File: config.mk
export PLATFORM = sky130hd
export DESIGN_NAME = trace_fifo
export DESIGN_NICKNAME = d
export VERILOG_FILES = /design/src/rtl/trace_checker_pkg.sv /design/src/rtl/trace_fifo.sv
export SDC_FILE = /design/constraint.sdc
export NUM_CORES = 1
export LEC_CHECK = 0
export BUFFER_PORTS_ARGS = -buffer_cell sky130_fd_sc_hd__buf_2
export CAP_MARGIN = 5
export CORE_MARGIN = 2
export CORE_UTILIZATION = 60
export CTS_BUF_LIST = sky130_fd_sc_hd__clkbuf_4 sky130_fd_sc_hd__clkbuf_8
export CTS_CLUSTER_SIZE = 20
export DETAILED_ROUTE_END_ITERATION = 7
export PLACE_DENSITY = 0.76
export SYNTH_ARGS = -nofsm -noshare
export SYNTH_HDL_FRONTEND = slang
export SYNTH_SLANG_ARGS = --single-unit
File: constraint.sdc
create_clock -name clk_i -period 8.2 [get_ports clk_i]
set_clock_uncertainty 0.15 [all_clocks]
set_input_delay 0.41 -clock clk_i [delete_from_list [all_inputs] [get_ports clk_i]]
set_output_delay 0.41 -clock clk_i [all_outputs]
set_load 0.01 [all_outputs]
File: src/rtl/trace_checker_pkg.sv
// Shared types for the trace checker: FSM states, error codes and FIFO entry layout.
package trace_checker_pkg;

  typedef enum logic [1:0] {
    StIdle,
    StRun,
    StPass,
    StFail
  } state_e;

  localparam logic [1:0] ErrNone    = 2'd0;
  localparam logic [1:0] ErrAddr    = 2'd1;
  localparam logic [1:0] ErrData    = 2'd2;
  localparam logic [1:0] ErrTimeout = 2'd3;

  typedef struct packed {
    logic [31:0] addr;
    logic [31:0] data;
    logic        dc;
  } entry_t;

endpackage

File: src/rtl/trace_fifo.sv
// Synchronous FIFO of expected trace entries; head is read combinationally.
module trace_fifo
  import trace_checker_pkg::*;
#(
  parameter int unsigned DEPTH = 16
) (
  input  logic   clk_i,
  input  logic   rst_ni,
  input  logic   push_i,
  input  entry_t push_data_i,
  input  logic   pop_i,
  output entry_t head_o,
  output logic   full_o,
  output logic   empty_o
);

  localparam int unsigned AW = $clog2(DEPTH);
  localparam logic [AW:0] PtrOne = (AW + 1)'(1);

  // Extra MSB on each pointer distinguishes full from empty.
  logic [AW:0] wr_ptr_q, wr_ptr_d;
  logic [AW:0] rd_ptr_q, rd_ptr_d;
  entry_t      mem_q [DEPTH];

  assign empty_o = (wr_ptr_q == rd_ptr_q);
  assign full_o  = (wr_ptr_q[AW] != rd_ptr_q[AW]) && (wr_ptr_q[AW-1:0] == rd_ptr_q[AW-1:0]);
  assign head_o  = mem_q[rd_ptr_q[AW-1:0]];

  always_comb begin
    wr_ptr_d = wr_ptr_q;
    rd_ptr_d = rd_ptr_q;
    if (push_i && !full_o) wr_ptr_d = wr_ptr_q + PtrOne;
    if (pop_i && !empty_o) rd_ptr_d = rd_ptr_q + PtrOne;
  end

  always_ff @(posedge clk_i) begin
    if (!rst_ni) begin
      wr_ptr_q <= '0;
      rd_ptr_q <= '0;
    end else begin
      wr_ptr_q <= wr_ptr_d;
      rd_ptr_q <= rd_ptr_d;
    end
  end

  always_ff @(posedge clk_i) begin
    if (push_i && !full_o) mem_q[wr_ptr_q[AW-1:0]] <= push_data_i;
  end

endmodule

==> run summary <==
Outcome -> completed
Worst reg2reg path depth -> 5
CTS tree -> done
DR WL/cell -> 28.7 um
# setup viols final -> 0
Seq/Total Area, Yosys -> 79.0%
Largest net degree at the start of global routing -> 110
Req. time, crit path -> 7.64 ns
Critical path's top delay family -> flip-flops
Initial cell density of the core -> 60.7%
Synthesized area -> 39900 um2
Post-synth EDFFs -> 1040
Startpoint types -> flip-flop
Max Slew Vio Count -> 0
Clock sinks -> 1054
DRC errors left -> 0
Largest area contributor in the netlist -> edfxtp_1
CP bufs+invs -> 2
Synth cell count leaders -> 1040 x edfxtp_1, 325 x mux4_2, 34 x clkbuf_1
I/O pin cnt -> 136
Final Cell Area -> 45200 um2
Drt pass-1 iters -> 5
Global-route wire length before repair -> 120000 um
Layout Nets -> 1931
Final Hold Viols -> 0
Fin crit period -> 4.30 ns
H-Tree Depth -> 4
Placed insts -> 2489
Yosys warns -> 0
Yosys cell types -> 28
Die width -> 262 um
Most Crowded Layer GR -> met2
GR Util All Layers -> 24.6%
Yosys reg bits -> 1054
Setup WS pre-CTS -> 4.44 ns
DR iter-0 viols -> 1929
Total vias in the final route -> 18.0k
Max Freq -> 233 MHz
Vias in the first global route -> 18.8k
Area Growth Syn to Fin -> 13.3%
Critical path, cell by cell -> buf_12 -> mux4_2 -> mux4_2 -> buf_2
Clk root buf -> clkbuf_8
Least-Margin Pin Slew -> 1.22 ns
Share of layout cells above drive strength 1 -> 38.2%
Worst setup path class -> flip-flop to primary output
Most frequent cell after synthesis -> edfxtp_1
Final WS setup -> 3.90 ns
Leakage power -> 14.0 nW
DP Wirelength -> 40200 um
Clock-pin slew on the worst setup and hold paths -> 0.06 ns
M1 GR Usage -> 35.3%
Worst endpoint data arrival time -> 3.74 ns
Net Count, Synth -> 1619
Post CTS Setup Buffer Count -> 0
Reported max-cap violation count -> 0
Layout fillers -> 3764
Avg Cell Area, Syn -> 25.8 um2
Total wire length -> 81400 um
Die Y -> 262 um
Most used flip-flop cell after synthesis -> edfxtp_1
Hold Crit Class -> flip-flop to flip-flop
Power Density -> 252 nW/um2
Crit. path cell count -> 4
Vias/cell -> 6.34
Antenna Nets Post-Route -> 0
RSZ-0062 raised after global routing -> false
Global route overflow -> 0
Crit-path max FO -> 108
Most frequent CP cell -> mux4_2
Hold path depth -> 2
Setup_tns -> 0 ns
Synth async-reset ratio -> 0%
Cells after synthesis -> 1545
Core ar. -> 65700 um2
RePlAce Congestion -> 0.759
Top-area cell type share of the netlist area -> 78.3%
Initial antenna violation count -> 5
Largest cells by area after synthesis -> edfxtp_1 78%, mux4_2 18%, dfxtp_1 0.70%
Post-CTS sizing -> 0
Clock tree buffer depth -> 3
Hold-fix buffers, CTS -> 69
IO Port Bufs -> 135
Slowest stage delay, CP -> 1.09 ns
Relative slew slack -> 18.8%
IR drop worst, VDD -> 0.160 mV
Met2 usage -> 39.0%
Met3 usage -> 5.37%
Final cycle utilization of the critical path -> 52.4%
Area post-placement -> 41500 um2
Die area -> 68600 um2
CP max-delay cell -> dfxtp_4
Rows -> 94
Non-filler instance count after layout -> 2835
Worst setup EP type -> primary output
Cts bufs inserted -> 161
Clock Latency Late Sink -> 0.80 ns
## sequential cells by signal, summed over array words and instances (netlist names), named ones only
signal / flops
rd_ptr_q: 5
wr_ptr_q: 5
mem_q: 1040
## worst register-to-register path: stages (launching register included)
cell and delay, ns:
dfxtp_1 0.56, xnor2_1 0.17, and4_1 0.36, a21oi_2 0.64
and4b_4 0.79, buf_4 0.73
## cell usage in the layout, fill, tap and decap left out, types with 8 or more instances in the layout
master,instances
dfxtp_1,10
buf_2,135
buf_4,19
clkbuf_4,63
clkbuf_8,167
mux4_2,325
dlygate4sd3_1,69
clkinv_1,28
nand2_1,9
and3_4,11
mux2i_1,8
edfxtp_1,1040
## area by class of cell
class | count | area (um2) | area share [%]
Timing Repair Buffer | 227 | 1590 | 3.52
Antenna cell | 1 | 2.50 | 0.00554
Tap cell | 864 | 1080 | 2.39
Inverter | 7 | 26.3 | 0.0581
Multi-Input combinational cell | 406 | 7980 | 17.6
Sequential cell | 1054 | 31500 | 69.7
Clock inverter | 46 | 233 | 0.515
Clock buffer | 230 | 2770 | 6.13
## final timing paths
check	slack [ns]	end	from
worst min-delay path	0.37	wr_ptr_q[4]$_SDFFE_PN0P_	wr_ptr_q[4]$_SDFFE_PN0P_
worst min register to register	0.37	wr_ptr_q[4]$_SDFFE_PN0P_	wr_ptr_q[4]$_SDFFE_PN0P_
worst max-delay path	3.90	head_o[14]	flip-flop
worst max register to register	4.39	mem_q[4][19]$_DFFE_PP_	wr_ptr_q[2]$_SDFFE_PN0P_
## report_power, final
part           switching (mW)  internal (mW)
registers              0.0658           5.99
logic                   0.603          0.670
clock network            1.90           2.16
## cell families after synthesis
group,after synthesis,synth area share [%]
xor+xnor,6,0.132
simple gates,49,0.724
flops,1054,79.0
compound gates,13,0.226
fa+ha+maj,5,0.157
buf+inv,85,1.24
mux,333,18.5
## through the flow
step / utilization, % / power, mW / hold slack, ns
global route: 68.8 / 11.8 / 0.363
detailed placement: 63.1 / 7.44 / 0.359
global placement: 63.1 / 7.41 / 0.342
CTS: 68.8 / 11.5 / 0.326
finish: 68.8 / 11.4 / 0.368
floorplan: - / 7.08 / 0.328
## layer usage
layer	vias to the layer above	routed length [um]
met2	789	40800
met5	-	32
li1	7418	-
met4	6	1650
met1	9629	32600
met3	131	6300
Note: power is estimated with default switching activity, not from simulation.
